--- config.mk ---
export PLATFORM = sky130hd
export DESIGN_NAME = bitstream_generator_array
export DESIGN_NICKNAME = d
export VERILOG_FILES = /design/src/rtl/bitstream_generator_array.sv
export SDC_FILE = /design/constraint.sdc
export NUM_CORES = 1
export LEC_CHECK = 0
export CORE_ASPECT_RATIO = 0.75
export CORE_MARGIN = 2
export CORE_UTILIZATION = 40
export DETAILED_ROUTE_END_ITERATION = 10
export PLACE_DENSITY = 0.74
export SYNTH_ARGS = -nofsm -noshare
export SYNTH_HDL_FRONTEND = slang
export SYNTH_SLANG_ARGS = --single-unit
export TNS_END_PERCENT = 20
--- constraint.sdc ---
create_clock -name clk -period 1.81 [get_ports clk]
set_clock_uncertainty 0.2 [all_clocks]
set_input_delay 0.362 -clock clk [delete_from_list [all_inputs] [get_ports clk]]
set_output_delay 0.362 -clock clk [all_outputs]
set_load 0.01 [all_outputs]
--- src/rtl/bitstream_generator_array.sv ---
// Multi-channel stochastic bitstream generator: one shared LFSR,
// per-channel rotated compare, windowed output with hold and done.
module bitstream_generator_array #(
  parameter int unsigned      WIDTH      = 8,
  parameter int unsigned      CHANNELS   = 4,
  parameter logic [WIDTH-1:0] SEED       = WIDTH'('h1A),
  parameter int unsigned      STREAM_LEN = 2**WIDTH-1,
  parameter int unsigned      ROT_STEP   = 3
) (
  input  logic                          clk,
  input  logic                          n_rst,
  input  logic                          start,
  input  logic [CHANNELS*(WIDTH+1)-1:0] x_in,
  input  logic                          hold,
  input  logic                          reseed,
  input  logic [WIDTH-1:0]              seed_in,
  output logic [CHANNELS-1:0]           y,
  output logic                          bit_valid,
  output logic                          busy,
  output logic                          done
);

  localparam int unsigned XW = WIDTH + 1;
  localparam logic [WIDTH-1:0] TAPS =
    (WIDTH == 16) ? WIDTH'('h2D) : WIDTH'('h1D);
  localparam logic [WIDTH-1:0] LAST = WIDTH'(STREAM_LEN - 1);

  if (WIDTH != 8 && WIDTH != 16) begin : g_bad_width
    $error("WIDTH must be 8 or 16");
  end
  if (CHANNELS < 1 || CHANNELS > 16) begin : g_bad_chan
    $error("CHANNELS must be 1..16");
  end
  if (SEED == '0) begin : g_bad_seed
    $error("SEED must be non-zero");
  end
  if (STREAM_LEN < 1 || STREAM_LEN > 2**WIDTH-1) begin : g_bad_len
    $error("STREAM_LEN out of range");
  end

  typedef enum logic [1:0] {
    S_IDLE,
    S_RUN,
    S_DONE
  } state_e;

  state_e                    state_q, state_d;
  logic [WIDTH-1:0]          lfsr_q, lfsr_d;
  logic [WIDTH-1:0]          seed_q, seed_d;
  logic [WIDTH-1:0]          cnt_q, cnt_d;
  logic [CHANNELS*XW-1:0]    x_q, x_d;
  logic                      fb;

  assign fb = ^(lfsr_q & TAPS);

  // Next-state: window sequencing, LFSR stepping and seed capture.
  always_comb begin
    state_d = state_q;
    lfsr_d  = lfsr_q;
    seed_d  = seed_q;
    cnt_d   = cnt_q;
    x_d     = x_q;
    unique case (state_q)
      S_IDLE: begin
        if (start) begin
          x_d     = x_in;
          lfsr_d  = seed_q;
          cnt_d   = '0;
          state_d = S_RUN;
        end
        if (reseed) begin
          seed_d = (seed_in == '0) ? SEED : seed_in;
        end
      end
      S_RUN: begin
        if (!hold) begin
          lfsr_d = {fb, lfsr_q[WIDTH-1:1]};
          cnt_d  = cnt_q + 1'b1;
          if (cnt_q == LAST) begin
            state_d = S_DONE;
          end
        end
      end
      S_DONE: state_d = S_IDLE;
      default: state_d = S_IDLE;
    endcase
  end

  // State registers with asynchronous return to the reset seed.
  always_ff @(posedge clk or negedge n_rst) begin
    if (!n_rst) begin
      state_q <= S_IDLE;
      lfsr_q  <= SEED;
      seed_q  <= SEED;
      cnt_q   <= '0;
      x_q     <= '0;
    end else begin
      state_q <= state_d;
      lfsr_q  <= lfsr_d;
      seed_q  <= seed_d;
      cnt_q   <= cnt_d;
      x_q     <= x_d;
    end
  end

  assign busy      = (state_q != S_IDLE);
  assign done      = (state_q == S_DONE);
  assign bit_valid = (state_q == S_RUN) & ~hold;

  for (genvar k = 0; k < CHANNELS; k++) begin : g_ch
    localparam int unsigned SH = (k * ROT_STEP) % WIDTH;
    logic [WIDTH-1:0] r;
    assign r = (lfsr_q << SH) | (lfsr_q >> (WIDTH - SH));
    assign y[k] = bit_valid & ({1'b0, r} < x_q[k*XW +: XW]);
  end

endmodule

==> summary.md, run 1 <==
| Metric | Value |
|---|---|
| Result of the run | finished, violations left |
| Violations in the final reports | negative setup slack |
| Crit. End Element | output pin |
| Reg-to-reg critical path endpoint | cnt_q[3]$_DFFE_PN0P_ |
| Kind of path behind the tightest hold check | flip-flop to flip-flop |
| Cell depth of the worst min-delay path | 2 |
| Post-CTS clock slew at the launch and capture registers of the worst setup and hold paths | about 0.060 ns |
| RR Startpoint | state_q[0]$_DFFE_PN0P_ |
| Tot GR Track Use | 0.186 |
| Worst skew pair latency | around 0.34 ns |
| Global route overflow | 0 |
| Die height | between 80 and 90 um |
| Slowest library cell on the worst path | dfstp_2 |
| Main synth FF type | dfrtp_1 |
| Routed metal-1 wire length | about 3.8 mm |
| Cells traversed along the worst timing path | buf_4 > ha_4 > a21oi_2 > o21a_1 > o21ai_0 > a31oi_1 > buf_2 |
| Summed negative setup slack over all endpoints | -2.72 ns |
| Number of different library cells in the post-synthesis netlist | 37 |
| Initial antenna violation count | 0 |
| Critical Path Fanout Max | 4 |
| Utilization of the core after routing | 0.582 |
| Total vias in the final route | around 2700 |
| Row Count | 28 |
| Number of endpoints with negative hold slack in the final report | 0 |
| Antenna Nets Post-Route | 0 |
| Routed wl met2 | between 3 and 4 mm |
| Final number of setup-violating endpoints | 6 |
| DRC | 0 |
| Hold path endpoint | seed_q[3]$_DFFE_PN1P_ |
| Post-synth top area cell | dfrtp_1 |
| Number of instances in the synthesized netlist | around 350 |
| Highest routed layer | met4 |
| Final-stage net count | 530 |
| Period Utilization, post-route | 1.36 |
| Initial detailed-routing violation count | between 100 and 150 |
| WL met3 | ~430 um |
| Area fraction in compound gates after synthesis | 0.154 |
| Detailed-route vias per instance | about 4.9 |
| Area of the multi-input gates | between 0.0015 and 0.002 sq mm |
| Total power consumption of the routed design | 5930 uW |
| Multiplexer fraction of the synthesized cell area | 0.0308 |
| Register area share after synthesis | 0.474 |
| Total length of routed wires | just under 8 mm |
| Synth-to-layout area growth | 40.7% |
| Path depth of the worst reg2reg path | 6 |
| Required arrival time at the worst endpoint | roughly 1.3 ns |
| Startpoint kind of the worst setup timing path | flip-flop |
| H-tree levels | 3 |
| Hold Startpoint | seed_q[3]$_DFFE_PN1P_ |
| Tmin final | 2.46 ns |
| Core region area | just under 0.008 sq mm |
| Mean instance size in the synthesized netlist | roughly 9.3 sq um |
| Share of layout cells above drive strength 1 | 0.232 |
| Number of flops mapped to enable cells by yosys | 0 |
| CTS Buf Count | 9 |
| Number of warnings issued by yosys | 0 |
| Max Freq | between 400 and 500 MHz |
| Mapped Nets | 431 |
| Leakage power figure | about 0.0021 uW |
| Xor/xnor share of the synthesized area | 0.0186 |
| Port buffer count | 55 |
| Main combinational cell family by area after synthesis | compound AO/OA/AOI/OAI gates |
| Antenna Diode Count | 0 |
| Max-cap viol count | 0 |
| CTS tree | yes |
| Top-Level Pins | 56 |
| Number of pins with negative max-slew slack in the final report | 0 |
| Simple-gate share of the synthesized area | 0.144 |
| Flop and latch count out of synthesis | between 60 and 70 |
| IR drop worst, VDD | 610 uV |
| Arithmetic-cell share of the synthesized area counting full adders, half adders and majority gates | 0.114 |
| Most common cell in the netlist | nand2_1 |
| Summed instance area of the synthesized netlist | about 0.0033 sq mm |
| RSZ-0062 raised after global routing | yes |
| Final HPWL DP | ~5.7 mm |
| Die outline area | 0.00898 sq mm |
| CTS Buffer Depth | 2 |
| Maximum number of pins on one net before global-route repair | between 60 and 70 |
| Min Hold Slack | between 0.2 and 0.3 ns |
| Top cell type's share of synthesized area | 0.426 |
| Final weighted congestion in routability-driven placement | approximately 0.8 |
| Initial core utilization | 0.414 |
| Register area | between 0.0015 and 0.002 sq mm |
| Most frequent cells after synthesis | nand2_1 (57), dfrtp_1 (56), o21ai_0 (44) |
| Placement Setup Slack | -0.993 ns |
| Max-slew headroom | 0.777 |
| Die width | around 110 um |
| Largest stage delay on the critical path | 0.58 ns |
| Slack of the worst reg-to-reg path | roughly 0.02 ns |
| Crit path DAT | about 1.9 ns |
| Slew of the pin with the lowest slew margin | 0.334 ns |
| Pwr/cell area | between 1000 and 1500 mW/mm^2 |
| CTS root buffer | clkbuf_8 |
| Fill cell count | between 600 and 700 |
| Routed wire per std cell | roughly 14 um |
| Asr flop ratio synth | 1.00 |
| Number of global-route vias before repair | 2572 |
| Largest cells by area after synthesis | dfrtp_1 (43%), ha_1 (11%), o21ai_0 (6.7%) |
| Sinks on the clock net | just over 60 |
| WS Path Type | flip-flop to output pin |
| Count of TritonRoute iterations in the first routing pass | 4 |
| Global-route wire length before repair | about 13 mm |
| Slack of the critical path | -0.648 ns |
-- through the flow --
| step | cell area, sq um | cells |
|---|---|---|
| 2_1_floorplan | 3310 | 352 |
| 3_5_place_dp | 4250 | 538 |
| 6_report | 4630 | 561 |
| 5_1_grt | 4630 | 561 |
| 3_3_place_gp | 4250 | 538 |
| 4_1_cts | 4490 | 556 |
-- worst max-delay path: cells and delay by family (launching register included) --
| family | cells | cell delay [ns] |
|---|---|---|
| fa+ha+maj | 1 | 0.19 |
| flops | 1 | 0.58 |
| buf+inv | 2 | 0.30 |
| compound gates | 4 | 0.49 |
-- per-layer routing --
metal / vias to the layer above / track usage
li1: 1383 / -
met5: - / 0
met3: 11 / 0.0463
met2: 69 / 0.296
met4: 0 / 0.0679
met1: 1281 / 0.248
-- sequential cells by signal, summed over array words and instances (netlist names) --
| signal | count |
|---|---|
| cnt_q | 8 |
| g_ch.r | 8 |
| seed_q | 8 |
| state_q | 2 |
| x_q | 36 |
-- cell usage in the layout (no fill, tap or decap), drive strengths merged --
master,netlist,layout
nand2,57,57
dfrtp,56,56
buf,8,53
clkdlybuf4s50,0,46
o21ai,44,44
inv,41,41
ha,30,30
nor2,19,19
a31oi,15,15
clkbuf,5,12
a21oi,11,11
mux2,9,9
a21o,7,7
xnor2,7,7
dfstp,6,6
nand2b,6,6
nand4,4,4
nand3,4,4
o21a,3,3
or4,3,3
nor2b,2,2
o211ai,2,2
a211oi,2,2
clkinv,0,2
a2111oi,2,2
or2,1,1
and2b,1,1
or3,1,1
nor3,1,1
o31ai,1,1
nor3b,1,1
nand3b,1,1
or2b,1,1
nand4b,1,1
clkinvlp,0,1
bufinv,0,1
dlygate4sd3,0,1
dlygate4sd2,0,1
-- report_power, final --
| group | total, uW | internal [uW] | switching [uW] |
|---|---|---|---|
| registers | 2180 | 1890 | 290 |
| clock network | 1200 | 669 | 526 |
| logic | 2550 | 1310 | 1250 |
| total | 5930 | 3870 | 2060 |
-- final cells by class --
| type | count | share of cell area |
|---|---|---|
| Multi-Input combinational cell | 236 | 0.358 |
| Clock buffer | 12 | 0.0313 |
| Timing Repair Buffer | 101 | 0.202 |
| Clock inverter | 4 | 0.0103 |
| Sequential cell | 62 | 0.337 |
| Tap cell | 105 | 0.0284 |
| Inverter | 41 | 0.0332 |
-- worst max path at each step --
stage	cells past startpoint	end	from	slack [ns]
after detailed placement	9	y[1]	start	-0.99
after CTS	6	y[2]	g_ch[0].r[4]$_DFFE_PN1P_	-0.65
final	7	y[0]	g_ch[0].r[4]$_DFFE_PN1P_	-0.65
after global routing	7	y[0]	g_ch[0].r[4]$_DFFE_PN1P_	-0.77
after floorplan	5	y[2]	g_ch[0].r[4]$_DFFE_PN1P_	-0.14
after global placement	9	y[1]	hold	-0.99
-- what timing repair did --
action,in CTS,in global routing
endpoints found under the setup margin,10,40
buffers inserted,1,8
hold buffers,1,0
pin swaps,6,7
gates resized for setup,41,22
endpoints found under the hold margin,56,0
-- kinds of logic (layout without fill, tap and decap cells) --
logic type | count (synthesis) | count (layout)
XOR/XNOR | 7 | 7
flip-flops | 62 | 62
buffers and inverters | 54 | 158
multiplexers | 9 | 9
adder cells (fa/ha/maj) | 30 | 30
AO/OA/AOI/OAI | 87 | 87
AND/OR/NAND/NOR | 103 | 103
Note: power is estimated with default switching activity, not from simulation.
==> run 2: changes to the inputs <==
CTS_BUF_LIST = sky130_fd_sc_hd__clkbuf_2   (was not set)
==> summary.md, run 2 (synthesis results as in run 1) <==
| Metric | Value |
|---|---|
| Result of the run | finished, violations left |
| Violations in the final reports | negative setup slack |
| WS Path Type | flip-flop to output pin |
| H-tree levels | 3 (unchanged) |
| Period Utilization, post-route | 1.46 (+0.105) |
| Most frequent standard cell in the layout excluding fill and tap cells | nand2_1 |
| Most frequent cells in the layout | nand2_1 (56), dfrtp_1 (53), clkdlybuf4s50_1 (47), o21ai_0 (42), inv_1 (40) |
| Port buffer count | 55 (unchanged) |
| Number of global-route vias before repair | 2542 (-1.2%) |
| Path depth of the worst reg2reg path | 5 (-1) |
| Total power consumption of the routed design | 5540 uW (-6.5%) |
| Placed standard-cell area | 0.00425 sq mm (unchanged) |
| Finished layout cell area | 0.00452 sq mm (-2.5%) |
| Initial antenna violation count | 0 (unchanged) |
| Register area | 0.00156 sq mm (unchanged) |
| Startpoint kind of the worst setup timing path | flip-flop |
| Sinks on the clock net | 62 (unchanged) |
| Reg-to-reg critical path endpoint | cnt_q[6]$_DFFE_PN0P_ |
| Slack of the worst reg-to-reg path | 0.02 ns (about the same) |
| Row Count | 28 (unchanged) |
| Total vias in the final route | 2703 (-1.5%) |
| DRC | 0 (unchanged) |
| Fill cell count | 687 (+0.44%) |
| Die width | 109 um (unchanged) |
| Pwr/cell area | 1230 mW/mm^2 (-4.2%) |
| Initial core utilization | 0.414 (unchanged) |
| Crit. End Element | output pin |
| Total length of routed wires | 7.73 mm (-2.5%) |
| Critical Path Fanout Max | 3 (-1) |
| Slew of the pin with the lowest slew margin | 0.335 ns (+0.000479 ns) |
| Max Freq | 378 MHz (-7.1%) |
| Die outline area | 0.00898 sq mm (unchanged) |
| Required arrival time at the worst endpoint | 1.25 ns (about the same) |
| Initial detailed-routing violation count | 96 (-32%) |
| Maximum number of pins on one net before global-route repair | 63 (unchanged) |
| Final HPWL DP | 5.67 mm (unchanged) |
| Worst skew pair latency | 0.50 ns (+0.16 ns) |
| Max-slew headroom | 0.776 (about the same) |
| Detailed-route vias per instance | 4.84 (-0.96%) |
| Global-route wire length before repair | 12.4 mm (-1.3%) |
| RR Startpoint | state_q[0]$_DFFE_PN0P_ |
| Final-stage net count | 527 (-0.57%) |
| Crit path DAT | 2.08 ns (+0.18 ns) |
| RSZ-0062 raised after global routing | yes |
| Number of pins with negative max-slew slack in the final report | 0 (unchanged) |
| Placement Setup Slack | -0.993 ns (unchanged) |
| Die height | 82.6 um (unchanged) |
| Leakage power figure | 0.00204 uW (-2.4%) |
| Number of endpoints with negative hold slack in the final report | 0 (unchanged) |
| Post-CTS clock slew at the launch and capture registers of the worst setup and hold paths | 0.16 ns (+0.10 ns) |
| CTS root buffer | clkbuf_2 |
| Global route overflow | 0 (unchanged) |
| Share of layout cells above drive strength 1 | 0.232 (-0.000668) |
| Max-cap viol count | 0 (unchanged) |
| Antenna Nets Post-Route | 0 (unchanged) |
| Count of TritonRoute iterations in the first routing pass | 4 (unchanged) |
| Routed wire per std cell | 13.8 um (-2.0%) |
| Tmin final | 2.65 ns (+0.189 ns) |
| Core region area | 0.00795 sq mm (unchanged) |
| Final weighted congestion in routability-driven placement | 0.796 (unchanged) |
| Final number of setup-violating endpoints | 7 (+1) |
| Flip-flop count of the largest register after layout | 36 (unchanged) |
| CTS Buffer Depth | 2 (unchanged) |
| Top-Level Pins | 56 (unchanged) |
| Largest register by flop count | x_q |
| Tot GR Track Use | 0.184 (-0.00232) |
| Slack of the critical path | -0.837 ns (-0.189 ns) |
| Kind of path behind the tightest hold check | input pin to asynchronous set/reset pin |
| CTS Buf Count | 9 (unchanged) |
| Area of the multi-input gates | 0.00166 sq mm (about the same) |
| Antenna Diode Count | 0 (unchanged) |
| IR drop worst, VDD | 478 uV (-22%) |
| Synth-to-layout area growth | 37.2% |
| CTS tree | yes |
run 2: cell count changes in the layout (fill, tap and decap cells not counted), moves of 2 or more:
cell / change
buf_4: -2
clkbuf_1: -2
clkbuf_2: +11
clkbuf_8: -10
run 2: worst max-delay path, cell delays in order, from the launching register on:
cell      delay (ns)
dfstp_2         0.57
buf_6           0.11
ha_4            0.20
a21o_1          0.16
a31oi_2         0.17
o211ai_1        0.12
a31oi_1         0.13
buf_2           0.14
run 2: worst max path at each step:
stage / startpoint / end / slack, ns / depth (start not counted)
floorplan: g_ch[0].r[4]$_DFFE_PN1P_ / y[2] / -0.14 / 5
global placement: hold / y[1] / -0.99 / 9
detailed placement: start / y[1] / -0.99 / 9
CTS: g_ch[0].r[4]$_DFFE_PN1P_ / y[2] / -0.87 / 7
global route: g_ch[0].r[4]$_DFFE_PN1P_ / y[2] / -1.03 / 7
finish: g_ch[0].r[4]$_DFFE_PN1P_ / y[2] / -0.84 / 7
run 2: stage by stage:
| step | instances | hold WS, ns | TNS [ns] | util |
|---|---|---|---|---|
| global route | 558 | 0.145 | -4.92 | 0.568 |
| global placement | 538 | 0.197 | -12.73 | 0.535 |
| finish | 558 | 0.178 | -3.82 | 0.568 |
| detailed placement | 538 | 0.195 | -15.70 | 0.535 |
| CTS | 558 | 0.149 | -4.43 | 0.556 |
| floorplan | 352 | -0.134 | -0.565 | - |
run 2: layout make-up:
type | instances | area share
timing repair buffer | 98 | 0.200
tap | 105 | 0.0291
multi-input combinational | 236 | 0.367
clock buffer | 11 | 0.0122
sequential | 62 | 0.346
inverter | 41 | 0.0341
clock inverter | 5 | 0.0114
run 2: layer usage:
metal	routed length [um]	GRT usage	up-vias	part of all wire
met2	3490	0.285	69	0.45
met1	3730	0.250	1244	0.48
met4	104	0.0436	0	0.013
met3	405	0.0604	12	0.052
met5	0	0	-	0
li1	-	-	1378	-
run 2: where the power goes:
part	leakage, uW	switching, uW	internal [uW]
Combinational	0.00122	1240	1310
Clock	0.0000694	494	322
Sequential	0.000743	287	1880
run 2: what timing repair did:
action / 4_1_cts / 5_1_grt
setup endpoints to repair: 14 / 33
gates resized for setup: 46 / 18
hold buffers: 1 / 0
setup buffers: 3 / 2
endpoints found under the hold margin: 62 / 0
pin swaps: 9 / 8
